===== config.mk =====
export PLATFORM = sky130hd
export DESIGN_NAME = fetch_unit_flat
export DESIGN_NICKNAME = d
export VERILOG_FILES = /design/src/rtl/fetch_unit_if.sv /design/src/rtl/fetch_unit.sv /design/src/flat_wrapper.sv
export SDC_FILE = /design/constraint.sdc
export NUM_CORES = 1
export LEC_CHECK = 0
export CORE_ASPECT_RATIO = 1.5
export CORE_UTILIZATION = 28
export DETAILED_ROUTE_END_ITERATION = 6
export GPL_TIMING_DRIVEN = 0
export SYNTH_ARGS = -nofsm -noshare
export SYNTH_HDL_FRONTEND = slang
export SYNTH_SLANG_ARGS = --single-unit

===== constraint.sdc =====
create_clock -name clk -period 3.3 [get_ports clk]
set_clock_uncertainty 0.15 [all_clocks]
set_input_delay 0.66 -clock clk [delete_from_list [all_inputs] [get_ports clk]]
set_output_delay 0.66 -clock clk [all_outputs]
set_load 0.03 [all_outputs]

===== src/rtl/fetch_unit_if.sv =====
// Fetch-unit bus bundle: the instruction-memory request/response channel and
// the decode-side instruction channel. The master side belongs to the fetch
// unit; the slave side is the memory/decode environment.
interface fetch_unit_if #(
  parameter int ADDRESS_WIDTH = 32,
  parameter int DATA_WIDTH    = 32
) ();
  logic                     imem_req_valid;
  logic                     imem_req_ready;
  logic [ADDRESS_WIDTH-1:0] imem_req_addr;
  logic                     imem_rsp_valid;
  logic [DATA_WIDTH-1:0]    imem_rsp_data;
  logic                     inst_valid;
  logic                     inst_ready;
  logic [DATA_WIDTH-1:0]    inst_data;
  logic [ADDRESS_WIDTH-1:0] inst_pc;

  modport master (
    output imem_req_valid, imem_req_addr,
    input  imem_req_ready,
    input  imem_rsp_valid, imem_rsp_data,
    output inst_valid, inst_data, inst_pc,
    input  inst_ready
  );

  modport slave (
    input  imem_req_valid, imem_req_addr,
    output imem_req_ready,
    output imem_rsp_valid, imem_rsp_data,
    input  inst_valid, inst_data, inst_pc,
    output inst_ready
  );
endinterface


===== src/rtl/fetch_unit.sv =====
// Instruction fetch stage. Issues sequential word reads, tags each returned
// word with its PC in a small in-order FIFO, and on a redirect flushes the
// FIFO and silently drops responses still in flight from the old path.
// Requests are only issued while the FIFO has room for every response that
// could come back, so memory responses never need backpressure.
module fetch_unit #(
  parameter int                    ADDRESS_WIDTH = 32,
  parameter int                    DATA_WIDTH    = 32,
  parameter int                    FIFO_DEPTH    = 4,
  parameter logic [ADDRESS_WIDTH-1:0] RESET_VECTOR = 32'h0000_0000
) (
  input  logic                     clk,
  input  logic                     rst_n,
  input  logic                     trigger,
  input  logic                     redirect,
  input  logic [ADDRESS_WIDTH-1:0] redirect_pc,
  fetch_unit_if.master             bus
);

  localparam int PTR_W = $clog2(FIFO_DEPTH);
  localparam int CNT_W = PTR_W + 1;
  localparam logic [CNT_W:0]         DEPTH_EXT = (CNT_W + 1)'(FIFO_DEPTH);
  localparam logic [ADDRESS_WIDTH-1:0] PC_STEP = ADDRESS_WIDTH'(3'd4);

  logic [ADDRESS_WIDTH-1:0] fetch_pc_r;
  logic [ADDRESS_WIDTH-1:0] rsp_pc_r;
  logic [CNT_W-1:0]         outstanding_r;
  logic [CNT_W-1:0]         drop_cnt_r;
  logic [CNT_W-1:0]         count_r;
  logic [PTR_W-1:0]         rd_ptr_r;
  logic [PTR_W-1:0]         wr_ptr_r;
  logic [DATA_WIDTH-1:0]    data_mem_r [FIFO_DEPTH];
  logic [ADDRESS_WIDTH-1:0] pc_mem_r   [FIFO_DEPTH];

  logic [CNT_W:0]           inflight_s;
  logic                     credit_ok_s;
  logic                     req_valid_s;
  logic                     req_fire_s;
  logic                     fifo_valid_s;
  logic                     pop_s;
  logic                     drop_s;
  logic                     push_s;
  logic [ADDRESS_WIDTH-1:0] target_s;

  // Handshake decode: credit check, fire/push/pop/drop qualifiers.
  always_comb begin
    inflight_s   = {1'b0, count_r} + {1'b0, outstanding_r};
    credit_ok_s  = (inflight_s < DEPTH_EXT);
    req_valid_s  = trigger & ~redirect & credit_ok_s;
    req_fire_s   = req_valid_s & bus.imem_req_ready;
    fifo_valid_s = (count_r != {CNT_W{1'b0}});
    pop_s        = fifo_valid_s & bus.inst_ready;
    drop_s       = bus.imem_rsp_valid & (drop_cnt_r != {CNT_W{1'b0}});
    push_s       = bus.imem_rsp_valid & (drop_cnt_r == {CNT_W{1'b0}});
    target_s     = {redirect_pc[ADDRESS_WIDTH-1:2], 2'b00};
  end

  // Bus outputs: request mirrors the fetch PC; head fields read zero when empty.
  always_comb begin
    bus.imem_req_valid = req_valid_s;
    bus.imem_req_addr  = fetch_pc_r;
    bus.inst_valid     = fifo_valid_s;
    if (fifo_valid_s) begin
      bus.inst_data = data_mem_r[rd_ptr_r];
      bus.inst_pc   = pc_mem_r[rd_ptr_r];
    end else begin
      bus.inst_data = {DATA_WIDTH{1'b0}};
      bus.inst_pc   = {ADDRESS_WIDTH{1'b0}};
    end
  end

  // Control state: PCs, in-flight/stale counters, FIFO pointers and occupancy.
  always_ff @(posedge clk or negedge rst_n) begin
    if (!rst_n) begin
      fetch_pc_r    <= RESET_VECTOR;
      rsp_pc_r      <= RESET_VECTOR;
      outstanding_r <= {CNT_W{1'b0}};
      drop_cnt_r    <= {CNT_W{1'b0}};
      count_r       <= {CNT_W{1'b0}};
      rd_ptr_r      <= {PTR_W{1'b0}};
      wr_ptr_r      <= {PTR_W{1'b0}};
    end else if (redirect) begin
      // Everything still in flight belongs to the old path; a response landing
      // this very cycle is already accounted for and is simply thrown away.
      fetch_pc_r    <= target_s;
      rsp_pc_r      <= target_s;
      outstanding_r <= outstanding_r - CNT_W'(bus.imem_rsp_valid);
      drop_cnt_r    <= outstanding_r - CNT_W'(bus.imem_rsp_valid);
      count_r       <= {CNT_W{1'b0}};
      rd_ptr_r      <= {PTR_W{1'b0}};
      wr_ptr_r      <= {PTR_W{1'b0}};
    end else begin
      if (req_fire_s) begin
        fetch_pc_r <= fetch_pc_r + PC_STEP;
      end
      outstanding_r <= outstanding_r + CNT_W'(req_fire_s) - CNT_W'(bus.imem_rsp_valid);
      if (drop_s) begin
        drop_cnt_r <= drop_cnt_r - CNT_W'(1'b1);
      end
      if (push_s) begin
        wr_ptr_r <= wr_ptr_r + PTR_W'(1'b1);
        rsp_pc_r <= rsp_pc_r + PC_STEP;
      end
      if (pop_s) begin
        rd_ptr_r <= rd_ptr_r + PTR_W'(1'b1);
      end
      count_r <= count_r + CNT_W'(push_s) - CNT_W'(pop_s);
    end
  end

  // FIFO storage: write the kept response together with its PC tag.
  always_ff @(posedge clk or negedge rst_n) begin
    if (!rst_n) begin
      for (int i = 0; i < FIFO_DEPTH; i++) begin
        data_mem_r[i] <= {DATA_WIDTH{1'b0}};
        pc_mem_r[i]   <= {ADDRESS_WIDTH{1'b0}};
      end
    end else if (push_s && !redirect) begin
      data_mem_r[wr_ptr_r] <= bus.imem_rsp_data;
      pc_mem_r[wr_ptr_r]   <= rsp_pc_r;
    end
  end

endmodule


===== src/flat_wrapper.sv =====
// flat-port wrapper written by rule: the top's interface ports become plain ports
module fetch_unit_flat 
#(
  parameter int                    ADDRESS_WIDTH = 32,
  parameter int                    DATA_WIDTH    = 32,
  parameter int                    FIFO_DEPTH    = 4,
  parameter logic [ADDRESS_WIDTH-1:0] RESET_VECTOR = 32'h0000_0000
)
  (clk, rst_n, trigger, redirect, redirect_pc, bus_imem_req_valid, bus_imem_req_addr, bus_imem_req_ready, bus_imem_rsp_valid, bus_imem_rsp_data, bus_inst_valid, bus_inst_data, bus_inst_pc, bus_inst_ready);
  fetch_unit_if #(.ADDRESS_WIDTH(ADDRESS_WIDTH), .DATA_WIDTH(DATA_WIDTH)) bus_i ();
  input  logic clk;
  input  logic rst_n;
  input  logic trigger;
  input  logic redirect;
  input  logic [ADDRESS_WIDTH-1:0] redirect_pc;
  output wire logic [$bits(bus_i.imem_req_valid)-1:0] bus_imem_req_valid;
  output wire logic [$bits(bus_i.imem_req_addr)-1:0] bus_imem_req_addr;
  input wire logic [$bits(bus_i.imem_req_ready)-1:0] bus_imem_req_ready;
  input wire logic [$bits(bus_i.imem_rsp_valid)-1:0] bus_imem_rsp_valid;
  input wire logic [$bits(bus_i.imem_rsp_data)-1:0] bus_imem_rsp_data;
  output wire logic [$bits(bus_i.inst_valid)-1:0] bus_inst_valid;
  output wire logic [$bits(bus_i.inst_data)-1:0] bus_inst_data;
  output wire logic [$bits(bus_i.inst_pc)-1:0] bus_inst_pc;
  input wire logic [$bits(bus_i.inst_ready)-1:0] bus_inst_ready;
  assign bus_imem_req_valid = bus_i.imem_req_valid;
  assign bus_imem_req_addr = bus_i.imem_req_addr;
  assign bus_i.imem_req_ready = bus_imem_req_ready;
  assign bus_i.imem_rsp_valid = bus_imem_rsp_valid;
  assign bus_i.imem_rsp_data = bus_imem_rsp_data;
  assign bus_inst_valid = bus_i.inst_valid;
  assign bus_inst_data = bus_i.inst_data;
  assign bus_inst_pc = bus_i.inst_pc;
  assign bus_i.inst_ready = bus_inst_ready;
  fetch_unit #(.ADDRESS_WIDTH(ADDRESS_WIDTH), .DATA_WIDTH(DATA_WIDTH), .FIFO_DEPTH(FIFO_DEPTH), .RESET_VECTOR(RESET_VECTOR)) u_core (.clk(clk), .rst_n(rst_n), .trigger(trigger), .redirect(redirect), .redirect_pc(redirect_pc), .bus(bus_i));
endmodule

### Yosys cells after proc, flatten, opt, wreduce, memory -nomap -nowiden

Index checks and enable logic that the tools add are counted.

| cells by class | value |
|---|---|
| bitwise gates (word level) | 9 |
| magnitude comparators | 4 |
| add/subtract/negate cells | 11 |
| muxes and demuxes | 24 |
| reduce and logical (&&, ||, !) cells | 10 |

Operators by type and width:

| cell | number |
|---|---|
| 32-bit two-way mux | 11 |
| 128-bit bitwise mux | 2 |
| 32-bit binary-select mux with 2-bit select | 2 |
| 32-bit by 3-bit adder with 32-bit output, second input constant | 2 |
| 32-bit demux with 2-bit select | 1 |
| 3-bit two-way mux | 4 |
| 3-bit by 1-bit subtractor with 3-bit output | 3 |
| 2-bit two-way mux | 4 |
| 2-bit nonzero test | 4 |
| 3-bit by 1-bit adder with 3-bit output | 2 |
| 1-bit bitwise AND | 6 |
| 3-bit greater-or-equal comparator, second input constant | 2 |
| 2-bit NOT with 3-bit output | 2 |
| 3-bit nonzero test | 2 |
| 2-bit by 1-bit adder with 2-bit output, second input constant | 2 |
| 3-bit by 3-bit adder with 4-bit output | 1 |
| 4-bit by 3-bit < comparator with 1-bit output, second input constant | 1 |
| 3-bit logical NOT | 1 |
| 3-bit by 1-bit < comparator with 1-bit output, second input constant | 1 |
| 3-bit by 1-bit subtractor with 3-bit output, second input constant | 1 |
| 1-bit logical AND | 2 |
| 1-bit logical NOT | 1 |
| 1-bit NOT | 1 |

| storage, ports and cells | value |
|---|---|
| bits of input ports | 71 |
| bits in registers | 333 |
| output and inout port bits | 98 |
| logic and storage cells | 73 |

### Longest topological paths before layout

Gate-level depths: netlist (run 1).

| logic depth | value |
|---|---|
| depth in word-level cells | 7 |
| depth in mapped cells | 10 |
| mapped depth without buffers | 9 |

### Worst setup path before layout (run 1)

Ideal clock, no wire load.

| path | value |
|---|---|
| kind | input -> register |
| start point | in redirect |
| end point | reg u_core.outstanding_r[2] |
| buffers on the path | 2 |
| cell stages on the path | 10 |
| data arrival time | 2.226 ns |
| setup slack | 0.844 ns |
| data required time | 3.071 ns |
| setup time | 0.079 ns |
| path through | buf_2 -> nor3b_1 -> nand4_1 -> inv_2 -> buf_2 -> ha_1 -> fa_1 -> xor2_1 -> o21ai_0 -> xor2_1 |

| on the way | value |
|---|---|
| word-level cells in the longest chain between the ends | 7 |

RTL lines:

| what | line | RTL |
|---|---|---|
| start, declared | flat_wrapper.sv:14 | `input logic redirect;` |
| 1-bit NOT | fetch_unit.sv:49 | `req_valid_s = trigger & ~redirect & credit_ok_s;` |
| 1-bit bitwise AND (2 in a row) | fetch_unit.sv:49 |  |
| 1-bit bitwise AND | fetch_unit.sv:50 | `req_fire_s = req_valid_s & bus.imem_req_ready;` |
| 3-bit by 1-bit adder with 3-bit output | fetch_unit.sv:96 | `outstanding_r <= outstanding_r + CNT_W'(req_fire_s) - CNT_W'(bus.imem_rsp_valid);` |
| 3-bit by 1-bit subtractor with 3-bit output | fetch_unit.sv:96 |  |
| 3-bit two-way mux * | fetch_unit.sv:82 | `end else if (redirect) begin` |
| end signal, assigned | fetch_unit.sv:77 | `outstanding_r <= {CNT_W{1'b0}};` |
| end signal, assigned | fetch_unit.sv:87 | `outstanding_r <= outstanding_r - CNT_W'(bus.imem_rsp_valid);` |
| end signal, assigned | fetch_unit.sv:96 |  |
| end, declared | fetch_unit.sv:27 | `logic [CNT_W-1:0] outstanding_r;` |

Every way passes the cells marked *; elsewhere a longest branch is shown, timed or not.
A chain may end at the register's enable or synchronous reset.

### Final worst setup path (run 1)

| path | value |
|---|---|
| start point | reg u_core.rd_ptr_r[0] |
| end point | out bus_inst_pc[31] |

| on the way | value |
|---|---|
| word-level cells in the longest chain between the ends | 5 |

RTL lines:

| what | line | RTL |
|---|---|---|
| start, declared | fetch_unit.sv:30 | `logic [PTR_W-1:0] rd_ptr_r;` |
| start signal, assigned | fetch_unit.sv:80 | `rd_ptr_r <= {PTR_W{1'b0}};` |
| start signal, assigned | fetch_unit.sv:90 | `rd_ptr_r <= {PTR_W{1'b0}};` |
| start signal, assigned | fetch_unit.sv:105 | `rd_ptr_r <= rd_ptr_r + PTR_W'(1'b1);` |
| 2-bit NOT with 3-bit output (not written as such) | fetch_unit.sv:65 | `bus.inst_pc = pc_mem_r[rd_ptr_r];` |
| 32-bit binary-select mux with 2-bit select | fetch_unit.sv:65 |  |
| 32-bit two-way mux (not written as such) (2 in a row) | fetch_unit.sv:65 |  |
| 32-bit two-way mux | fetch_unit.sv:63 | `if (fifo_valid_s) begin` |
| end, declared | flat_wrapper.sv:23 | `output wire logic [$bits(bus_i.inst_pc)-1:0] bus_inst_pc;` |

No other way between the ends. The select of a mux whose other input is x is not followed.

==> impl_metrics.py, run 1 <==
metrics = {
    "run_status": {
        "outcome": "finished with violations",
        "violations": "design-rule violations",
    },
    "floorplanning": {
        "die_h_um": 289,
        "die_area_mm2": 0.0560,
        "num_io_pins": 169,
        "die_w_um": 194,
        "start_util": 0.285,
        "num_rows": 104,
        "core_area_mm2": 0.0540,
    },
    "global_routing": {
        "grt_remaining_overflow": 0,
        "met3_usage": 0.0263,
        "antenna_found_initial": 0,
        "use_met1": 0.175,
        "grt_max_degree": 127,
        "grt_pass1_wl_um": 64900,
        "grtUsageMet2": 0.276,
        "grt_pass1_vias": 11000,
        "grt_busiest_layer": "met2",
        "grt.total_usage": 0.150,
    },
    "timing": {
        "slew_headroom": 0.471,
        "rsz0062_at_grt": "true",
        "hold_violations": 0,
        "fin_setup_tns_ns": 0,
        "fin_crit_sh": 0.973,
        "worstMarginPinSlew_ns": 0.791,
        "fmax_mhz": 311,
        "worst_slack_ns": 0.0894,
        "finalMaxSlewViolations": 0,
        "holdWs_ns": 0.328,
        "setup_viol": 0,
        "min_period_ns": 3.21,
    },
    "logic_synthesis": {
        "yosys.area_share.xor_xnor": 0.0279,
        "async_flop_share": 1.00,
        "synthAdderAreaFrac": 0.0156,
        "synth.largest_area_cell": "dfrtp_1",
        "synth_compound_area_frac": 0.0288,
        "synth_edf_count": 0,
        "synthMuxAreaShare": 0.277,
        "yosysWarnings": 0,
        "synth_cells": 1141,
        "netlist_area_mm2": 0.0154,
        "yosys.area.top_type_share": 0.521,
        "synthSimpleGateAreaFrac": 0.102,
        "ys_seq_area_frac": 0.521,
        "synthTopCellsByArea": "dfrtp_1 52%, mux2_2 19%, mux4_2 9.1%, and2_1 2.8%, xor2_1 1.9%",
        "synth_top_family_by_area": "multiplexers",
        "ys_seq_elements": 321,
        "ys_types": 55,
        "synth_ff_type": "dfrtp_1",
        "syn_avg_cell_area_um2": 13.5,
    },
    "place": {
        "port_buffers": 161,
        "dp_hpwl_um": 29000,
        "dpl_cell_area_mm2": 0.0180,
        "place_ws_ns": -0.297,
        "gp_congestion": 0.879,
    },
    "clock_tree": {
        "clk_pin_slew_ns": 0.06,
        "clock_latency_ns": 0.53,
        "cts_buffers": 36,
        "htreeDepth": 2,
        "postCtsSetupBuffers": 0,
        "clock-root-buffer": "clkbuf_16",
        "ctsLongestPathBuffers": 3,
        "cts_tree": "yes",
        "cts_num_sinks": 321,
    },
    "flow_run": {
        "max_cap_violations": 0,
    },
    "worst_setup_path": {
        "critical_path.cell_chain": "buf_6 -> mux4_2 -> and2_1 -> clkdlybuf4s50_1",
        "critPathMaxStageDelay_ns": 0.65,
        "critPathArrivalTime_ns": 2.40,
        "critPathBufInv": 2,
        "critPathKind": "reg -> out",
        "r2r_start": "u_core.count_r[1]$_DFF_PN0_",
        "critPathLaunchType": "flop",
        "endpoint_kind": "output pin",
        "crit_start": "u_core.rd_ptr_r[0]$_DFFE_PN0P_",
        "critical_path.max_fanout": 10,
        "critPathSlowestCell": "clkdlybuf4s50_1",
        "crit_family": "buffers and inverters",
        "worstPathRequired_ns": 2.49,
    },
    "detailed_routing": {
        "dr.pass1.iters": 7,
        "drc": 14,
        "via_per_inst": 4.80,
        "wl_per_cell_um": 19.8,
        "antenna_left": 0,
        "drtIter0Drc": 441,
        "num_vias": 9875,
        "totalWireLength_um": 40800,
    },
    "hold_path": {
        "hold_path_class": "reg -> reg",
        "min-delay-start": "u_core.pc_mem_r[57]$_DFFE_PN0P_",
    },
    "cells_and_area": {
        "finalInstanceArea_mm2": 0.0192,
        "final_common_cell": "dfrtp_1",
        "diodes": 0,
        "drive_gt1_frac": 0.334,
        "nNetsFinal": 1433,
        "area_growth_pct": 24.5,
        "layout_common_cells": "320 x dfrtp_1, 254 x mux2_2, 101 x clkdlybuf4s50_1, 69 x and2_1, 62 x mux4_2",
    },
    "pwr": {
        "p_per_area_mw_per_mm2": 771,
        "p_leak_nw": 8.71,
        "vdd.ir_drop.worst_v": 0.000290,
    },
}
## final cells by class
class	count	area (um^2)
tap	689	862
inverter	18	67.6
buffer	74	412
fill	5274	34800
sequential	321	8030
multi-input combinational	729	6970
timing repair buffer	164	1600
clock buffer	56	1140
clock inverter	7	98.8
## through the flow
step                       util  power (W)  std cells
final                     0.355     0.0148       2058
after global routing      0.355     0.0156       2058
after CTS                 0.355     0.0151       2058
after detailed placement  0.332     0.0111       1996
after global placement    0.331     0.0110       1994
after floorplan               -    0.00888       1144
## sequential cells by signal (all words and copies together), names as in the netlist
name and count:
u_core.rsp_pc_r 30, u_core.bus.imem_req_addr 30, u_core.wr_ptr_r 2, u_core.data_mem_r 128, u_core.rd_ptr_r 2, u_core.drop_cnt_r 3, u_core.count_r 3, u_core.pc_mem_r 120
u_core.outstanding_r 3
## path summary, 6_finish.rpt
check                      cells past startpoint  slack, ns                            endpoint
max                                            4       0.09                     bus_inst_pc[31]
min                                            2       0.33     u_core.pc_mem_r[57]$_DFFE_PN0P_
max reg2reg                                   10       0.54   u_core.outstanding_r[2]$_DFF_PN0_
min reg2reg                                    2       0.33     u_core.pc_mem_r[57]$_DFFE_PN0P_
max in group asynchronous                      3       1.33     u_core.pc_mem_r[19]$_DFFE_PN0P_
min in group asynchronous                      2       0.59  u_core.data_mem_r[113]$_DFFE_PN0P_
## cells in the mapped netlist, types with 4 or more instances
master    number
dfrtp_1      321
mux2_2       254
and2_1        69
mux4_2        62
nand2_1       59
buf_2         41
o21ai_0       36
nand3_1       34
xor2_1        33
clkbuf_1      28
nand4_1       28
nor2_1        26
ha_1          16
inv_1         16
xnor2_1       16
a21oi_1       11
and3_1        11
a21boi_0       7
o211ai_1       7
buf_4          5
nand2b_1       5
nand2_2        4
nor3_1         4
nor4_4         4
## timing repair
action | in CTS | in global routing
hold buffers | 1 | 0
endpoints found under the setup margin | 63 | 13
hold endpoints to repair | 1 | 0
pin swaps | 0 | 0
gates resized for setup | 85 | 5
cloned | 0 | 0
## routing by layer
layer | up-vias | share of wire
li1 | 4515 | -
met2 | 214 | 0.52
met5 | - | 0
met1 | 5091 | 0.42
met3 | 55 | 0.041
met4 | 0 | 0.025
## tightest hold or removal path, cell delays in order (launching register included)
cell and delay (ns):
dfrtp_1 0.33, nand2_1 0.05, o21ai_0 0.06
## where the power goes
part           internal (W)  switching [W]
Sequential          0.00478       0.000533
Clock               0.00253        0.00162
Combinational       0.00247        0.00285
## cell families after synthesis
family / count (synthesis)
other cells: 1
buf+inv: 94
compound gates: 74
xor+xnor: 49
mux: 317
flops: 321
simple gates: 267
fa+ha+maj: 18
Power figures use the tool's default switching activity.
==> inputs of run 2 (changes only) <==
GPL_ROUTABILITY_DRIVEN = 0   (was not set)
clock period = 3 ns   (was 3.3 ns; I/O delays follow)
==> run 2 against run 1 <==
Against the previous run:
- sequential power is 10% higher
- die area stayed put
- critical endpoint is now bus_inst_pc[17]
- combinational power up 12%
- count of clock-buffer cells in the layout fell by 2
- worst hold slack got worse by 0.0013 ns
- critical path depth up 1
- the run still ends with design-rule violations left
- via count increased by 1.2%
==> impl_metrics.py, run 2 (synthesized netlist as in run 1, its figures left out) <==
metrics = {
    "detailed_routing": {
        "dr.pass1.iters": 7,
        "via_per_inst": 4.84,
        "totalWireLength_um": 41200,
        "antenna_left": 0,
        "drc": 14,
        "drtIter0Drc": 452,
        "wl_per_cell_um": 20.0,
        "num_vias": 9993,
    },
    "cells_and_area": {
        "largest_reg_flops": 128,
        "area_growth_pct": 24.0,
        "diodes": 0,
        "final_common_cell": "dfrtp_1",
        "drive_gt1_frac": 0.383,
        "postLayoutCoreUtil": 0.354,
        "fillCellCount": 5307,
        "regArea_mm2": 0.00804,
        "regMostFlops": "u_core.data_mem_r",
        "nNetsFinal": 1441,
        "multi_input_area_mm2": 0.00698,
        "layout_common_cells": "319 x dfrtp_1, 254 x mux2_2, 96 x clkdlybuf4s50_1, 89 x buf_2, 64 x and2_1",
        "reg.largest.list": "u_core.data_mem_r (128), u_core.pc_mem_r (120)",
    },
    "clock_tree": {
        "cts_num_sinks": 321,
        "clock_latency_ns": 0.53,
        "clock-root-buffer": "clkbuf_16",
        "cts_buffers": 37,
        "htreeDepth": 2,
        "ctsLongestPathBuffers": 3,
        "clk_pin_slew_ns": 0.06,
        "cts_tree": "yes",
    },
    "hold_path": {
        "whs_path_depth": 2,
        "hold_path_class": "reg -> reg",
        "min-delay-start": "u_core.pc_mem_r[89]$_DFFE_PN0P_",
        "min_to": "u_core.pc_mem_r[89]$_DFFE_PN0P_",
    },
    "worst_setup_path": {
        "critPathLaunchType": "flop",
        "endpoint_kind": "output pin",
        "critPathKind": "reg -> out",
        "reg2reg_slack_ns": 0.24,
        "r2r_start": "u_core.count_r[1]$_DFF_PN0_",
        "critPathArrivalTime_ns": 2.16,
        "reg2regPathDepth": 10,
        "critical_path.max_fanout": 10,
        "crit_family": "buffers and inverters",
        "cp_common_cell": "buf_12",
        "critical_path.cell_chain": "buf_12 -> buf_12 -> mux4_2 -> and2_1 -> buf_2",
        "worstReg2RegEnd": "u_core.outstanding_r[2]$_DFF_PN0_",
        "critPathSlowestCell": "mux4_2",
        "critPathMaxStageDelay_ns": 0.49,
        "critPathBufInv": 3,
        "worstPathRequired_ns": 2.25,
    },
    "floorplanning": {
        "num_io_pins": 169,
        "num_rows": 104,
        "die_area_mm2": 0.0560,
        "die_w_um": 194,
        "die_h_um": 289,
        "start_util": 0.285,
        "core_area_mm2": 0.0540,
    },
    "timing": {
        "finalMaxSlewViolations": 0,
        "min_period_ns": 2.91,
        "holdWs_ns": 0.327,
        "fmax_mhz": 344,
        "worst_slack_ns": 0.0921,
        "fin_setup_tns_ns": 0,
        "worstMarginPinSlew_ns": 0.765,
        "hold_violations": 0,
        "slew_headroom": 0.490,
        "setup_viol": 0,
        "fin_crit_sh": 0.969,
        "rsz0062_at_grt": "false",
    },
    "pwr": {
        "switching_share": 0.343,
        "p_sw_w": 0.00558,
        "pwr-share-seq": 0.360,
        "pwr-share-clk": 0.272,
        "combinationalPowerShare": 0.367,
        "p_leak_nw": 8.65,
        "p_per_area_mw_per_mm2": 851,
        "power.internal_w": 0.0107,
        "vdd.ir_drop.worst_v": 0.000339,
    },
    "global_routing": {
        "antenna_found_initial": 0,
        "grt_pass1_wl_um": 65600,
        "grt_remaining_overflow": 0,
        "grt_max_degree": 127,
        "grt.total_usage": 0.151,
        "grt_pass1_vias": 11000,
    },
    "place": {
        "place_ws_ns": -0.561,
        "dp_hpwl_um": 28800,
        "port_buffers": 161,
    },
    "run_status": {
        "outcome": "finished with violations",
        "violations": "design-rule violations",
    },
    "flow_run": {
        "max_cap_violations": 0,
    },
}
run 2: changes by cell type in the layout (fill, tap and decap cells not counted), sizes merged:
cell / change
buf: +65
clkdlybuf4s50: -5
clkbuf: -2
dlygate4sd2: -53
clkinv: +3
run 2: worst max-delay path by stage:
stage,from,end,depth (start not counted),slack (ns)
floorplan,u_core.count_r[1]$_DFF_PN0_,u_core.count_r[2]$_DFF_PN0_,10,0.56
global placement,rst_n,u_core.bus.imem_req_addr[18]$_DFFE_PN0P_,1,-12.72
detailed placement,u_core.rd_ptr_r[1]$_DFFE_PN0P_,bus_inst_pc[10],5,-0.56
CTS,u_core.rd_ptr_r[0]$_DFFE_PN0P_,bus_inst_data[8],6,-0.1
global route,u_core.count_r[1]$_DFF_PN0_,u_core.outstanding_r[2]$_DFF_PN0_,10,0.002
finish,u_core.rd_ptr_r[0]$_DFFE_PN0P_,bus_inst_pc[17],5,0.09
run 2: layout make-up:
type                            count  area share
Clock buffer                       54      0.0556
Buffer                             74      0.0256
Inverter                           18     0.00354
Sequential cell                   321       0.421
Clock inverter                     10     0.00616
Tap cell                          689      0.0451
Multi-Input combinational cell    729       0.365
Timing Repair Buffer              171      0.0778
run 2: repair_timing:
item | CTS | global route
buffers inserted | 7 | 0
cloned | 1 | 0
pin swaps | 1 | 0
hold buffers | 1 | 0
resized for setup | 354 | 15
hold endpoints to repair | 86 | 0
setup endpoints to repair | 64 | 27
run 2: worst reg2reg max path: stages (launching register included):
cell and delay [ns]:
dfrtp_1 0.43, ha_1 0.22, nor3b_1 0.23, nand4_1 0.21, inv_2 0.21, buf_2 0.32, ha_1 0.23, fa_1 0.20
xor2_1 0.16, o21ai_0 0.12, xor2_1 0.17
run 2: power by group through the flow:
stage | combinational, W | sequential [W] | clock, W
after floorplan | 0.00397 | 0.00580 | 0
after detailed placement | 0.00628 | 0.00591 | 0
after global placement | 0.00618 | 0.00586 | 0
final | 0.00597 | 0.00586 | 0.00443
after CTS | 0.00618 | 0.00585 | 0.00457
after global routing | 0.00647 | 0.00598 | 0.00474
run 2: routing by layer:
metal / vias to the layer above / global-route usage / part of all wire / routed length, um
met3: 59 / 0.0249 / 0.042 / 1740
li1: 4533 / - / - / -
met5: - / 0 / 0 / 0
met1: 5161 / 0.182 / 0.42 / 17100
met2: 240 / 0.276 / 0.52 / 21400
met4: 0 / 0.0446 / 0.023 / 937
run 2: stage by stage:
step	cells	area, um^2	total power, W
2_1_floorplan	1144	15400	0.00977
3_3_place_gp	1994	17900	0.0120
3_5_place_dp	1996	18000	0.0122
4_1_cts	2067	19100	0.0166
5_1_grt	2066	19100	0.0172
6_report	2066	19100	0.0163
